### config.mk
export PLATFORM = sky130hd
export DESIGN_NAME = matrix_tile_loader
export DESIGN_NICKNAME = d
export VERILOG_FILES = /design/src/rtl/matrix_mac_pkg.sv /design/src/rtl/matrix_tile_loader.sv
export SDC_FILE = /design/constraint.sdc
export NUM_CORES = 1
export LEC_CHECK = 0
export CORE_ASPECT_RATIO = 0.6
export CORE_MARGIN = 3
export CORE_UTILIZATION = 43
export CTS_CLUSTER_DIAMETER = 80
export DETAILED_ROUTE_END_ITERATION = 7
export PLACE_DENSITY = 0.77
export RECOVER_POWER = 50
export SLEW_MARGIN = 10
export SYNTH_ARGS = -nofsm -noshare
export SYNTH_HDL_FRONTEND = slang
export SYNTH_SLANG_ARGS = --single-unit
### constraint.sdc
create_clock -name clock -period 1.5 [get_ports clock]
set_input_delay 0.3 -clock clock [delete_from_list [all_inputs] [get_ports clock]]
set_output_delay 0.3 -clock clock [all_outputs]
set_load 0.05 [all_outputs]
### src/rtl/matrix_mac_pkg.sv
// Shared types and constants for the 4x4 matrix MAC datapath and its operand loader.
package matrix_mac_pkg;

  localparam int DATA_WIDTH = 8;
  localparam int MAT_DIM    = 4;
  localparam int TILE_BEATS = 32;

  typedef logic [DATA_WIDTH-1:0] elem_t;
  typedef elem_t [0:MAT_DIM-1][0:MAT_DIM-1] mat_t;

  typedef enum logic [1:0] {
    LOAD_A = 2'd0,
    LOAD_B = 2'd1,
    HOLD   = 2'd2
  } ldr_state_t;

endpackage

### src/rtl/matrix_tile_loader.sv
// Assembles a serial element stream into parallel 4x4 A/B operand tiles for the MAC.
// Define TRANSPOSE_B_EN when the B operand arrives column-major in the stream.
module matrix_tile_loader #(
  parameter int DATA_WIDTH = 8
) (
  input  logic                                clock,
  input  logic                                reset,
  input  logic                                s_valid,
  output logic                                s_ready,
  input  logic [DATA_WIDTH-1:0]               s_data,
  input  logic                                s_last,
  output logic                                tile_valid,
  input  logic                                tile_ready,
  output logic                                tile_first,
  output logic [0:3][0:3][DATA_WIDTH-1:0]     mat_a,
  output logic [0:3][0:3][DATA_WIDTH-1:0]     mat_b,
  output logic                                err_framing
);
  import matrix_mac_pkg::*;

  localparam logic [4:0] A_LAST_BEAT = 5'(TILE_BEATS / 2 - 1);
  localparam logic [4:0] B_LAST_BEAT = 5'(TILE_BEATS - 1);

  ldr_state_t state;
  logic [4:0] idx;
  logic       grp_open;
  logic       beat_accept;

  // Both handshake outputs decode straight from the state register, so
  // tile_ready never reaches s_ready combinationally.
  assign s_ready     = (state != HOLD);
  assign tile_valid  = (state == HOLD);
  assign beat_accept = s_valid && s_ready;

  always_ff @(posedge clock) begin
    if (!reset) begin
      state       <= LOAD_A;
      idx         <= '0;
      grp_open    <= 1'b1;
      tile_first  <= 1'b0;
      err_framing <= 1'b0;
      mat_a       <= '0;
      mat_b       <= '0;
    end else begin
      case (state)
        LOAD_A, LOAD_B: begin
          if (beat_accept) begin
            if (!idx[4]) begin
              mat_a[idx[3:2]][idx[1:0]] <= s_data;
            end else begin
`ifdef TRANSPOSE_B_EN
              mat_b[idx[1:0]][idx[3:2]] <= s_data;
`else
              mat_b[idx[3:2]][idx[1:0]] <= s_data;
`endif
            end
            if (s_last && (idx != B_LAST_BEAT)) begin
              err_framing <= 1'b1;
            end
            if (idx == A_LAST_BEAT) begin
              state <= LOAD_B;
            end
            // Closing beat: publish the tile and decide whether the next one opens a group.
            if (idx == B_LAST_BEAT) begin
              state      <= HOLD;
              tile_first <= grp_open;
              grp_open   <= s_last;
            end
            idx <= idx + 5'd1;
          end
        end
        HOLD: begin
          if (tile_ready) begin
            state <= LOAD_A;
          end
        end
        default: begin
          state <= LOAD_A;
          idx   <= '0;
        end
      endcase
    end
  end

endmodule

=== Word level (Yosys, flattened, before mapping) ===
Cells that the tools add are included.

* Bits in registers: 266
* Bits in latches: 0
* Memory bits (writable): 0
* Memory bits (read-only): 0
* Input port bits: 13
* Output and inout bits: 260
* Logic and storage cells: 80
* Memories: 0

* Add/sub/neg operators: 1
* $mul: 0
* Divide/modulo/power cells: 0
* $lt $le $gt $ge: 4
* Eq/ne operators: 9
* Shift operators: 0
* Mux-type cells: 13
* Bitwise operators: 4
* Reductions and logical operators: 12

{| class="wikitable"
|+ Operator list
! operator !! count
|-
| bitwise mux 128 bit || 2
|-
| demux 32 bit (select 2 bit) || 1
|-
| two-way mux 32 bit || 1
|-
| demux 8 bit (select 2 bit) || 1
|-
| AND reduction 3 bit || 5
|-
| case mux 5 bit (2 select lines) || 1
|-
| two-way mux 2 bit || 4
|-
| two-way mux 8 bit || 1
|-
| greater-or-equal comparator 3 bit (second input constant) || 2
|-
| < comparator 3 x 1 -> 1 bit (second input constant) || 2
|-
| inverter 2 -> 3 bit || 2
|-
| adder 5 x 1 -> 5 bit (second input constant) || 1
|-
| == test 5 x 4 -> 1 bit (second input constant) || 1
|-
| == test 5 bit (second input constant) || 1
|-
| two-way mux 5 bit || 1
|-
| inequality test 5 bit (second input constant) || 1
|-
| logical AND 1 bit || 4
|-
| inequality test 2 bit (second input constant) || 2
|-
| case mux 2 bit (2 select lines) || 1
|-
| inequality test 3 bit (second input constant) || 1
|-
| == test 2 x 1 -> 1 bit (second input constant) || 1
|-
| == test 2 bit (second input constant) || 1
|-
| zero test 2 bit || 1
|-
| inequality test 2 x 1 -> 1 bit (second input constant) || 1
|-
| other kinds (3) || 4
|}

=== Logic depth before layout (Yosys ltp) ===
Gate-level depths: netlist of the first run.

* Depth in word-level cells: 8
* Gate-level depth with buffers: 6
* Mapped depth without buffers: 6

=== Least setup slack after synthesis of the first run ===
No wires, ideal clock.

* Path kind: register -> register
* Start: register state[1]
* End: register idx[4]
* Setup time: 0.072 ns
* Data arrival time: 1.676 ns
* Required time: 1.428 ns
* Slack: -0.249 ns
* Cell stages (with the launch flop): 6
* Buffers on the path: 1
* Period minus slack after synthesis: 1.749 ns
* Cells stage by stage: dfxtp_1 > buf_4 > nand2b_1 > inv_1 > o21ai_0 > a21oi_1

* Word-level cells in the longest chain between the ends: 4

{| class="wikitable"
|+ Ends and longest elaborated chain
! element !! line !! source
|-
| start, declared || matrix_tile_loader.sv:24 || <nowiki>ldr_state_t state;</nowiki>
|-
| start signal, assigned || matrix_tile_loader.sv:37 || <nowiki>state <= LOAD_A;</nowiki>
|-
| start signal, assigned || matrix_tile_loader.sv:61 || <nowiki>state <= LOAD_B;</nowiki>
|-
| start signal, assigned || matrix_tile_loader.sv:65 || <nowiki>state <= HOLD;</nowiki>
|-
| inequality test 2 bit || matrix_tile_loader.sv:31 || <nowiki>assign s_ready = (state != HOLD);</nowiki>
|-
| named net s_ready || matrix_tile_loader.sv:9 || <nowiki>output logic s_ready,</nowiki>
|-
| logical AND 1 bit || matrix_tile_loader.sv:33 || <nowiki>assign beat_accept = s_valid && s_ready;</nowiki>
|-
| inequality test 2 bit (no line) || n/a ||
|-
| AND reduction 2 bit (no line) || n/a ||
|-
| end signal, assigned || matrix_tile_loader.sv:69 || <nowiki>idx <= idx + 5'd1;</nowiki>
|-
| end, declared || matrix_tile_loader.sv:25 || <nowiki>logic [4:0] idx;</nowiki>
|}

The timed path passes the listed nets, and every way through them passes these cells.
A chain may end at the register's enable or synchronous reset.

=== Final worst setup path of the first run ===
* Start: register state[1]
* End: output port tile_valid

* Word-level cells in the longest chain between the ends: 1

{| class="wikitable"
|+ Ends and longest elaborated chain
! element !! line !! source
|-
| == test 2 bit || matrix_tile_loader.sv:32 || <nowiki>assign tile_valid = (state == HOLD);</nowiki>
|-
| end, declared || matrix_tile_loader.sv:12 || <nowiki>output logic tile_valid,</nowiki>
|}

Every way passes these cells.

==> flow_summary.json, run 1 <==
{
  "drc": 0,
  "total_power_mw": 14.8,
  "slew_viol_final": 0,
  "tightestPinTransition_ns": 0.371,
  "setup_ws_ns": -0.140,
  "cts_made_buffers": 25,
  "synth-edff-count": 0,
  "critical_path_arrival_ns": 1.34,
  "yosys.area.top_type": "dfxtp_1",
  "finalCritPeriodShare": 1.09,
  "initial_core_util": 0.442,
  "netlist_area_um2": 9850,
  "cts-root-buf": "clkbuf_16",
  "antenna_found_initial": 0,
  "ir_drop_mv": 0.866,
  "yosys_warnings": 0,
  "endpoint_kind": "output port",
  "viasPerCell": 5.18,
  "p_leak_nw": 7.38,
  "cts_sinks": 266,
  "p_sw_frac": 0.241,
  "clock_path_buffers": 3,
  "finalSetupViolations": 77,
  "syn2layout_area_growth_pct": 49.5,
  "dp.cells": 1530,
  "drt_first_pass_iters": 4,
  "port_buffers": 272,
  "placed_cell_area_um2": 16300,
  "netSwitchingPower_mw": 3.56,
  "final-instance-count-excl-fill": 1584,
  "nets": 1277,
  "gp_congestion": 0.779,
  "core_area_um2": 22300,
  "layout_common_cells": "nand2_1, dfxtp_1, mux2i_1",
  "drtAntennaViolNets": 0,
  "pwr_density_cell_nw_per_um2": 1000,
  "fin_crit_ns": 1.64,
  "tns_ns": -2.85,
  "dp_slack_ns": -0.332,
  "hpwlAfterDp_um": 23400,
  "final_common_cell": "nand2_1",
  "dieArea_um2": 24800,
  "die_h_um": 123,
  "pwr-share-comb": 0.069,
  "final_util": 0.661,
  "fin_skew_ns": 0.0131,
  "relSlewSlack": 0.753,
  "grt_max_degree": 71,
  "synth_nets": 969,
  "n_fill_cell": 1677,
  "p_int_mw": 11.2,
  "wl_um": 35300,
  "cts.clk_slew.worst_paths_ns": 0.07,
  "ys_seq_area_frac": 0.541,
  "p_clk_frac": 0.448,
  "p_seq_frac": 0.483,
  "grt_usage": 0.270,
  "synth_top_area_frac": 0.541,
  "status": "finished with violations",
  "avgSynthCellArea_um2": 10.4,
  "start_kind": "flop",
  "ys_seq_elements": 266,
  "grt_setup_unrepaired": "true",
  "fp-row-count": 42,
  "cts_tree": "built",
  "grt_pass1_wl_um": 51600,
  "grt_pass1_vias": 8524,
  "io_pins": 273,
  "finalHoldViolations": 0,
  "routedWlPerCell_um": 22.3,
  "clk_latency_ns": 0.53,
  "whs_ns": 0.135,
  "multi_input_area_um2": 4700,
  "ys_async_sr_fraction": 0,
  "rrSetupSlack_ns": -0.10,
  "seq_area_um2": 5350,
  "fp.dieW_um": 201,
  "synth.area.top_cells": "dfxtp_1, mux2i_1, nand2_1, clkbuf_1, nand2_4",
  "design_area_um2": 14700,
  "violations": "setup timing",
  "num_vias": 8213,
  "synth_top_flop_cell": "dfxtp_1",
  "worstPathRequired_ns": 1.20,
  "max_cap_viol_count": 0,
  "drive_above_1_share": 0.357,
  "diodes": 0,
  "path_class": "flop to output port",
  "cts.htree.levels": 1,
  "drtIter0Drc": 382,
  "hold_class": "primary input to flop",
  "grt_overflow": 0,
  "ys_types": 35,
  "cts_hold_buf": 0,
  "fmax_mhz": 610,
  "crit_fanout": 3,
  "synth_cells": 949
}
-- synth_stat cells, types with 2 or more instances --
cell type  number
clkbuf_1       53
nand3b_1        3
o22a_1          3
nor2_1          8
nor4b_2         2
nand4b_1        2
mux2i_1       259
nand2_2         8
nand2_4         8
inv_1           4
buf_2           8
and2_1          4
nor2_2          4
dfxtp_1       266
nor4bb_1        2
a21oi_1         2
nand2_1       284
and4bb_2        2
ha_1            7
buf_1           5
-- state kept, by name (all words and copies together) (netlist names) --
signal / flops
err_framing: 1
mat_b: 128
tile_first: 1
state: 2
idx: 5
mat_a: 128
grp_open: 1
-- final timing paths --
kind	start	to	cells after the start
max	state[1]	tile_valid	4
min	reset	mat_b[14]	3
max reg2reg	idx[4]	mat_b[58]	4
min reg2reg	mat_b[1]	mat_b[1]	2
-- power groups by stage --
stage	combinational (mW)	sequential (mW)	clock (mW)
6_report	1.01	7.14	6.62
2_1_floorplan	0.341	7.44	0
5_1_grt	1.05	7.14	6.97
4_1_cts	1.05	7.16	6.71
3_5_place_dp	1.00	7.32	0
3_3_place_gp	0.995	7.32	0
-- area by class of cell --
class                   count  area share
repair buffers            348       0.233
clock inverters            15      0.0113
multi-input cells         611       0.319
well taps                 308      0.0262
inverters                   5     0.00153
flip-flops and latches    266       0.363
clock buffers              31      0.0460
-- timing repair --
item,CTS,global route
setup buffers,7,7
hold endpoints to repair,0,0
gates resized for setup,63,47
pin swaps,3,8
endpoints found under the setup margin,195,209
-- metal layers --
metal	global-route usage	vias up	share of wire
met1	0.341	4106	0.44
met5	0	-	0
li1	-	3771	-
met3	0.0939	56	0.081
met2	0.453	280	0.46
met4	0.0570	0	0.021
-- cells by family (layout without fill, tap and decap cells) --
logic type,after synthesis,after routing,share of synthesized area
flip-flops,266,266,0.541
AO/OA/AOI/OAI,9,9,0.00661
buffers and inverters,72,399,0.0288
adder cells (fa/ha/maj),7,7,0.00889
multiplexers,259,259,0.263
AND/OR/NAND/NOR,335,335,0.151
XOR/XNOR,1,1,0.000889
-- worst max-delay path, stage by stage (launching register included) --
cell and delay [ns]:
dfxtp_4 0.35, buf_8 0.12, nand2b_4 0.08, clkinvlp_4 0.11
buf_12 0.16
(Power assumes the default switching activity.)
==> run 2: changes to the inputs <==
ABC_AREA = 1   (was default)
CORE_UTILIZATION = 44   (was 43)
==> flow_summary.json, run 2 <==
{
  "status": "finished with violations",
  "violations": "setup timing",
  "wl_um": 41600,
  "synth_top_area_frac": 0.505,
  "ys_seq_area_frac": 0.505,
  "hpwlAfterDp_um": 25400,
  "netlist_area_um2": 10600,
  "final-instance-count-excl-fill": 2083,
  "drtIter0Drc": 865,
  "fin_skew_ns": 0.00978,
  "crit_slowest_cell": "dfxtp_4",
  "ys_types": 25,
  "nets": 1772,
  "syn2layout_area_growth_pct": 75.8,
  "ys_async_sr_fraction": 0,
  "cpPeakStageDelay_ns": 0.36,
  "antenna_found_initial": 0,
  "slew_viol_final": 0,
  "core_area_um2": 23300,
  "layout_common_cells": "nor2_1, buf_12, nand2_1",
  "finalSetupViolations": 163,
  "synth_nets": 1452,
  "path_class": "flop to output port",
  "tightestPinTransition_ns": 0.400,
  "diodes": 0,
  "dp_slack_ns": -0.491,
  "cts.clk_slew.worst_paths_ns": 0.07,
  "drc": 0,
  "fin_crit_ns": 1.69,
  "cts_made_buffers": 24,
  "grt_usage": 0.287,
  "max_cap_viol_count": 0,
  "yosys_warnings": 0,
  "tns_ns": -9.59,
  "dp.cells": 1997,
  "grt_setup_unrepaired": "true",
  "crit_chain": "inv_4 -> buf_6 -> nor2_4 -> inv_2 -> buf_8",
  "dieArea_um2": 25900,
  "fp.dieW_um": 206,
  "reg.largest.list": "mat_a x128, mat_b x128, idx x5",
  "route.met2.wl_um": 19500,
  "ys_top_cells_by_count": "nor2_1, nand2_1, dfxtp_1, o21ai_0, clkbuf_1",
  "p_leak_nw": 7.75,
  "n_fill_cell": 1345,
  "endpoint_kind": "output port",
  "top_layer_used": "met4",
  "worstPathRequired_ns": 1.20,
  "synth-edff-count": 0,
  "viasPerCell": 5.24,
  "grt_overflow": 0,
  "synth.area.top_cells": "dfxtp_1, nor2_1, nand2_1, nor2_8, o21ai_0",
  "seq_area_um2": 5350,
  "critPathTopFamily": "flip-flops",
  "grt_pass1_vias": 10499,
  "ir_drop_mv": 0.865,
  "start_kind": "flop",
  "port_buffers": 272,
  "final_common_cell": "nor2_1",
  "io_pins": 273,
  "drt_first_pass_iters": 6,
  "drtAntennaViolNets": 0,
  "drt-met1-wl_um": 17000,
  "critical_path_arrival_ns": 1.39,
  "pwr_density_cell_nw_per_um2": 797,
  "avgSynthCellArea_um2": 7.37,
  "crit_buf_inv": 4,
  "synth_cells": 1432,
  "fp-row-count": 43,
  "gp_congestion": 0.850,
  "ys_seq_elements": 266,
  "fmax_mhz": 593,
  "finalCritPeriodShare": 1.12,
  "grt_max_degree": 85,
  "initial_core_util": 0.452,
  "cts_tree": "built",
  "grt_pass1_wl_um": 58600,
  "finalHoldViolations": 0,
  "clk_latency_ns": 0.51,
  "setup_ws_ns": -0.186,
  "dr_wl_met3_um": 4150,
  "cts-root-buf": "clkbuf_16",
  "die_h_um": 126,
  "hold_class": "primary input to flop",
  "routedWlPerCell_um": 20.0,
  "cts_sinks": 266,
  "num_vias": 10920,
  "crit_fanout": 2,
  "drive_above_1_share": 0.367,
  "yosys.area.top_type": "dfxtp_1",
  "multi_input_area_um2": 5520,
  "clock_path_buffers": 3,
  "cts.htree.levels": 1,
  "synth_most_common_cell": "nor2_1",
  "relSlewSlack": 0.733,
  "synth_top_flop_cell": "dfxtp_1"
}
==> run 2: layer usage <==
layer / GRT usage / vias up
met3: 0.0767 / 99
li1: - / 5040
met5: 0 / -
met1: 0.389 / 5183
met4: 0.0754 / 0
met2: 0.456 / 598
==> run 2: kinds of logic after synthesis <==
group | count (synthesis) | synth area share
AOI/OAI and AO/OA | 89 | 0.0424
adders and majority gates | 7 | 0.00830
DFF | 266 | 0.505
buffers and inverters | 116 | 0.0621
and+or+nand+nor | 954 | 0.383
==> run 2: cell type report <==
class | count | share of cell area
repair buffers | 352 | 0.341
multi-input cells | 1071 | 0.298
flip-flops and latches | 266 | 0.288
clock buffers | 33 | 0.0359
well taps | 315 | 0.0212
inverters | 37 | 0.0107
clock inverters | 9 | 0.00513
==> run 2: power by group <==
part	total, mW	switching, mW	internal, mW	leakage (nW)
combinational	1.44	0.905	0.538	5.22
sequential	7.18	0.0721	7.11	2.15
clock	6.17	2.72	3.45	0.379
total	14.8	3.70	11.1	7.75
==> run 2: worst paths after layout <==
check,start,cells after the start,slack (ns),endpoint
worst max-delay path,state[1],5,-0.19,s_ready
worst min-delay path,reset,3,0.10,mat_b[25]
worst max register to register,state[1],10,-0.16,mat_b[38]
worst min register to register,grp_open,2,0.47,tile_first
==> run 2: timing repair <==
action | in CTS | in global routing
setup endpoints to repair | 180 | 212
setup buffers | 5 | 15
resized for setup | 65 | 238
hold buffers | 0 | 0
pin swaps | 22 | 137
gates cloned | 11 | 13
==> run 2: through the flow <==
step                hold WS (ns)  utilization  total power, mW  area, um^2
finish                     0.100        0.795             14.8       18600
CTS                       0.0964        0.753             14.6       17600
global placement           0.438        0.705             8.54       16500
global route               0.123        0.795             15.2       18600
floorplan                  0.426            -             8.00       10600
detailed placement         0.474        0.705             8.57       16500
==> run 2: worst min-delay path: stages <==
cell	delay [ns]
buf_6	0.16
o21ai_2	0.08
nor2_1	0.04
==> patch 1 (config.mk and constraints of run 1) <==
One comparison of `idx` changes from == to >=.
--- a/src/rtl/matrix_tile_loader.sv
+++ b/src/rtl/matrix_tile_loader.sv
@@ -58,5 +58,5 @@
               err_framing <= 1'b1;
             end
-            if (idx == A_LAST_BEAT) begin
+            if (idx >= A_LAST_BEAT) begin
               state <= LOAD_B;
             end
Formal check against the unedited RTL: same outputs for any inputs over 4 cycles, from zero or initial values and one cycle with reset low; that may be too few to reach the edited logic, so the function may still have changed.
==> patch 1 against run 1 <==
- maximum frequency is 4.4% lower
- synthesized area is 7.2% higher
- worst hold slack better by 0.14 ns
- worst setup slack worse by 0.076 ns
- final area is 36% higher
- critical endpoint is now mat_b[110]
- power is 5.6% higher
- routed wire length is 56% higher
- sequential cell count stayed put
- the flow still finishes with violations (setup timing)
- largest cell class is now buffers
==> patch 1: results (changes against run 1) <==
qor: layout.share_of_final_layout_standard_cells_stronger_than_drive_strength_1 45.3% [+9.6 points]
qor: critical_path.cp_top_family simple AND/OR/NAND/NOR gates
qor: layout.design.final.nets 1581 [+24%]
qor: logic_synthesis.syn_nets 1296 [+34%]
qor: detailed_routing.detailroute.wirelength.met3 7340 um [+160%]
qor: placement.hpwl 26200 um [+12%]
qor: detailed_routing.wl_met2 24400 um [+50%]
qor: critical_path.critical_path_launch_point idx[3]
qor: logic_synthesis.synth_cell_types 44 [+26%]
qor: critical_path.worst-endpoint-arrival 2.12 ns [+0.78 ns]
qor: logic_synthesis.yosys.area_share.xor_xnor 0.0829% [-0.0060 points]
qor: placement.placed_area 16700 um^2 [+2.4%]
qor: detailed_routing.wl_per_cell 29.1 um [+31%]
qor: logic_synthesis.yosys-mux-area-fraction 0.284% [-26 points]
qor: placement.dp_cells 1782 [+16%]
qor: global_routing.grt_max_degree 63 [-11%]
qor: detailed_routing.top_routing_layer_in_use met5
qor: timing.finClkSkew 0.0144 ns [+0.00132 ns]
qor: clock_network.post_cts_resized 102 [+62%]
qor: timing.final.setup.tns -24.70 ns [-21.86 ns]
qor: global_routing.first_pass_grt_wire_length 69000 um [+34%]
qor: clock_network.postCtsSetupBuffers 17 [+10]
qor: detailed_routing.via_count 12800 [+55%]
qor: run_status.run_status complete, but fails checks
qor: placement.globalplace.congestion 0.808 [+3.8%]
qor: critical_path.max_stage_delay 0.60 ns [+0.25 ns]
qor: global_routing.antenna_found_initial 1 [+1]
qor: logic_synthesis.synth_top_cells_by_area sky130_fd_sc_hd__dfxtp_1 50%, sky130_fd_sc_hd__a21oi_1 12%, sky130_fd_sc_hd__nand3_1 12%, sky130_fd_sc_hd__o21ai_0 8.0%, sky130_fd_sc_hd__o21ai_1 4.2%
qor: global_routing.first_global_vias 11600 [+36%]
qor: critical_path.slowest_stage sky130_fd_sc_hd__or4b_4
qor: detailed_routing.detailed_routing_iterations_pass_1 6 [+2]
qor: logic_synthesis.post_synth_fa_ha_maj_area_fraction 0.711% [-0.18 points]
qor: run_status.failed_checks setup timing
qor: timing.setup-violations-final 264 [+240%]
qor: timing.fin_ws -0.216 ns [-0.0760 ns]
qor: layout.final_cells 1895 [+20%]
qor: critical_path.setup.worst_path.end mat_b[110]
qor: global_routing.grt_usage 32.9% [+5.9 points]
qor: logic_synthesis.synth.top_cells.by_count 266 x sky130_fd_sc_hd__dfxtp_1, 258 x sky130_fd_sc_hd__a21oi_1, 256 x sky130_fd_sc_hd__nand3_1
qor: pwr.p_leak 0.00673 uW [-8.9%]
qor: critical_path.r2r.worst_path.cells 5 [+1]
qor: placement.worst_case_setup_slack_after_placement -0.327 ns [+0.00549 ns]
patch 1: where the power goes:
part / switching (uW) / total (uW) / internal [uW]
sequential: 62.8 / 7160 / 7100
clock: 2900 / 6690 / 3790
combinational: 1150 / 1750 / 603
total: 4110 / 15600 / 11500
patch 1: worst min-delay path by stage:
stage                   start         end  slack (ns)  depth (start not counted)
floorplan               reset    grp_open        0.36                          1
detailed placement   grp_open    grp_open        0.49                          2
CTS                 s_data[7]   mat_a[15]        0.24                          4
finish              s_data[7]  mat_a[111]        0.28                          4
global placement     grp_open    grp_open        0.46                          2
global route        s_data[0]   mat_b[64]        0.28                          4
patch 1: metal layers:
layer / up-vias / track usage, %
met3: 327 / 8.61
met5: - / 0
li1: 5185 / -
met4: 2 / 14.2
met1: 6117 / 43.2
met2: 1134 / 51.7
patch 1: layout make-up:
type                    instances  area, um^2
fillers                      1086        3570
clock buffers                  39         748
multi-input cells             845        5830
flip-flops and latches        266        5340
repair buffers                418        7610
inverters                       6        38.8
clock inverters                 6        95.1
well taps                     315         394
==> patch 2 (settings of run 1) <==
Made on the original files. `DATA_WIDTH` is set to 8 in 2 places; all go to 7.
--- a/src/rtl/matrix_mac_pkg.sv
+++ b/src/rtl/matrix_mac_pkg.sv
@@ -2,5 +2,5 @@
 package matrix_mac_pkg;
 
-  localparam int DATA_WIDTH = 8;
+  localparam int DATA_WIDTH = 7;
   localparam int MAT_DIM    = 4;
   localparam int TILE_BEATS = 32;
--- a/src/rtl/matrix_tile_loader.sv
+++ b/src/rtl/matrix_tile_loader.sv
@@ -2,5 +2,5 @@
 // Define TRANSPOSE_B_EN when the B operand arrives column-major in the stream.
 module matrix_tile_loader #(
-  parameter int DATA_WIDTH = 8
+  parameter int DATA_WIDTH = 7
 ) (
   input  logic                                clock,
Ports: changed (resized mat_a, mat_b and s_data); port bits go from 273 to 240. The function was not compared with the original's and may differ.
==> patch 2 against run 1 <==
- the run still ends with setup timing left
- sequential power decreased by 12%
- sequential cell count decreased by 32
- synthesized area decreased by 12%
- routed wire length decreased by 18%
- die area decreased by 11%
- clock power decreased by 17%
- final area increased by 6.0%
- power decreased by 14%
- worst setup slack improved by 0.0010 ns
- maximum frequency about the same
- critical path type unchanged
- critical endpoint unchanged
- largest cell class is now buffers
==> patch 2: results (changes against run 1) <==
qor: run_status.run_status complete, but fails checks
qor: run_status.failed_checks setup timing
qor: logic_synthesis.syn_nets 866 [-11%]
qor: critical_path.r2r.worst_path.cells 5 [+1]
qor: critical_path.slowest_stage sky130_fd_sc_hd__dfxtp_4
qor: critical_path.max_fo_critical_path 7 [+4]
qor: clock_network.insertion_delay 0.50 ns [-0.03 ns]
qor: worst_hold_path.hold_end mat_b[21]
qor: detailed_routing.drt_iter0_markers 413 [+8.1%]
qor: global_routing.first_global_vias 7616 [-11%]
qor: timing.worst_slew_pin_slew 0.375 ns [+0.00370 ns]
qor: detailed_routing.via_count 7157 [-13%]
qor: timing.final.hold.worst_slack 0.135 ns [-0.000316 ns]
qor: critical_path.cp_top_family flip-flops
qor: global_routing.first_pass_grt_wire_length 44200 um [-14%]
qor: layout.n_fill_cell 1123 [-33%]
qor: timing.finClkSkew 0.0108 ns [-0.00229 ns]
qor: critical_path.max_stage_delay 0.40 ns [+0.05 ns]
qor: placement.globalplace.congestion 0.799 [+2.6%]
qor: placement.io_buffers 239 [-12%]
qor: pwr.p_leak 0.00712 uW [-3.6%]
qor: critical_path.regToRegStartpoint idx[0]
qor: pwr.worst_ir_drop_vdd 0.818 mV [-5.6%]
qor: clock_network.cts.htree.levels 1 [unchanged]
qor: clock_network.cts_made_buffers 22 [-12%]
qor: logic_synthesis.synth_seq_area_share 54.0% [-0.087 points]
qor: detailed_routing.wl_per_cell 20.6 um [-7.5%]
qor: critical_path.setup_slack_of_the_most_critical_reg_to_reg_path -0.06 ns [+0.04 ns]
qor: global_routing.grt_usage 25.8% [-1.2 points]
qor: global_routing.grt_max_degree 88 [+24%]
qor: logic_synthesis.synth_cell_types 34 [-2.9%]
qor: timing.setup-violations-final 14 [-82%]
qor: logic_synthesis.synth_top_cells_by_area sky130_fd_sc_hd__dfxtp_1 54%, sky130_fd_sc_hd__mux2i_1 26%, sky130_fd_sc_hd__nand2_1 11%, sky130_fd_sc_hd__clkbuf_1 2.3%, sky130_fd_sc_hd__ha_1 1.0%
qor: timing.fin_ws -0.139 ns [+0.00105 ns]
qor: layout.reg.largest.list mat_a (112), mat_b (112), idx (5)
qor: critical_path.regToRegEndpoint idx[4]
qor: placement.hpwl 20000 um [-14%]
qor: placement.worst_case_setup_slack_after_placement -0.325 ns [+0.00732 ns]
qor: logic_synthesis.synth.top_cells.by_count 259 x sky130_fd_sc_hd__nand2_1, 234 x sky130_fd_sc_hd__dfxtp_1, 227 x sky130_fd_sc_hd__mux2i_1
qor: layout.share_of_final_layout_standard_cells_stronger_than_drive_strength_1 35.3% [-0.31 points]
qor: layout.design.final.nets 1149 [-10%]
patch 2: changes by cell type in the layout (fill, tap and decap cells not counted), moves of 24 or more:
cell                       delta
sky130_fd_sc_hd__buf_12     +179
sky130_fd_sc_hd__buf_2      -103
sky130_fd_sc_hd__clkbuf_2    -42
sky130_fd_sc_hd__clkbuf_4    -62
sky130_fd_sc_hd__dfxtp_1     -32
sky130_fd_sc_hd__mux2i_1     -29
sky130_fd_sc_hd__nand2_1     -24
patch 2: tightest hold or removal path, delay by kind of cell:
family,cells,cell delay [ns]
muxes,1,0.06
buffers and inverters,1,0.15
and+or+nand+nor,1,0.07
patch 2: stage by stage:
step | area [um^2] | TNS (ns) | std cells
after floorplan | 8700 | 0 | 847
after global placement | 14500 | -47.13 | 1365
after detailed placement | 14500 | -52.65 | 1365
after CTS | 15400 | -12.45 | 1406
after global routing | 15600 | -8.07 | 1409
final | 15600 | -0.470 | 1409
patch 2: cell families after synthesis:
kind of cell | synth area share [%]
AOI/OAI and AO/OA | 0.764
xor gates and xnor gates | 0.101
adders and majority gates | 1.01
buffers and inverters | 2.91
DFF | 54.0
muxes | 26.2
and+or+nand+nor | 15.1
patch 2: what timing repair did:
action | CTS | global route
pin swaps | 6 | 3
gates resized for setup | 38 | 40
setup endpoints to repair | 88 | 211
setup buffers | 4 | 4
patch 2: how the worst max path moves through the flow:
stage | start | endpoint | slack, ns | depth (start not counted)
6_report | state[0] | tile_valid | -0.14 | 3
5_1_grt | state[1] | tile_valid | -0.17 | 4
4_1_cts | state[1] | tile_valid | -0.23 | 5
3_5_place_dp | s_valid | mat_a[105] | -0.33 | 5
3_3_place_gp | s_valid | mat_b[75] | -0.29 | 5
2_1_floorplan | idx[1] | idx[4] | 0.01 | 5
patch 2: area by class of cell:
type	count	area share, %
clock buffers	33	4.44
clock inverters	4	0.144
inverters	5	0.144
multi-input cells	548	25.9
flip-flops and latches	234	30.1
well taps	266	2.13
repair buffers	319	37.1
patch 2: layer usage:
metal,GRT usage (%),vias to the layer above,part of all wire [%],routed length (um)
li1,-,3370,-,-
met1,31.5,3540,41,12000
met2,43.3,205,47,13800
met3,10.4,42,9.4,2740
met4,6.20,0,1.8,532
met5,0,-,0,0
patch 2: power breakdown:
group / internal [uW] / total (uW) / switching (uW)
clock network: 3170 / 5510 / 2330
registers: 6250 / 6300 / 48.3
logic: 371 / 914 / 542
total: 9790 / 12700 / 2920
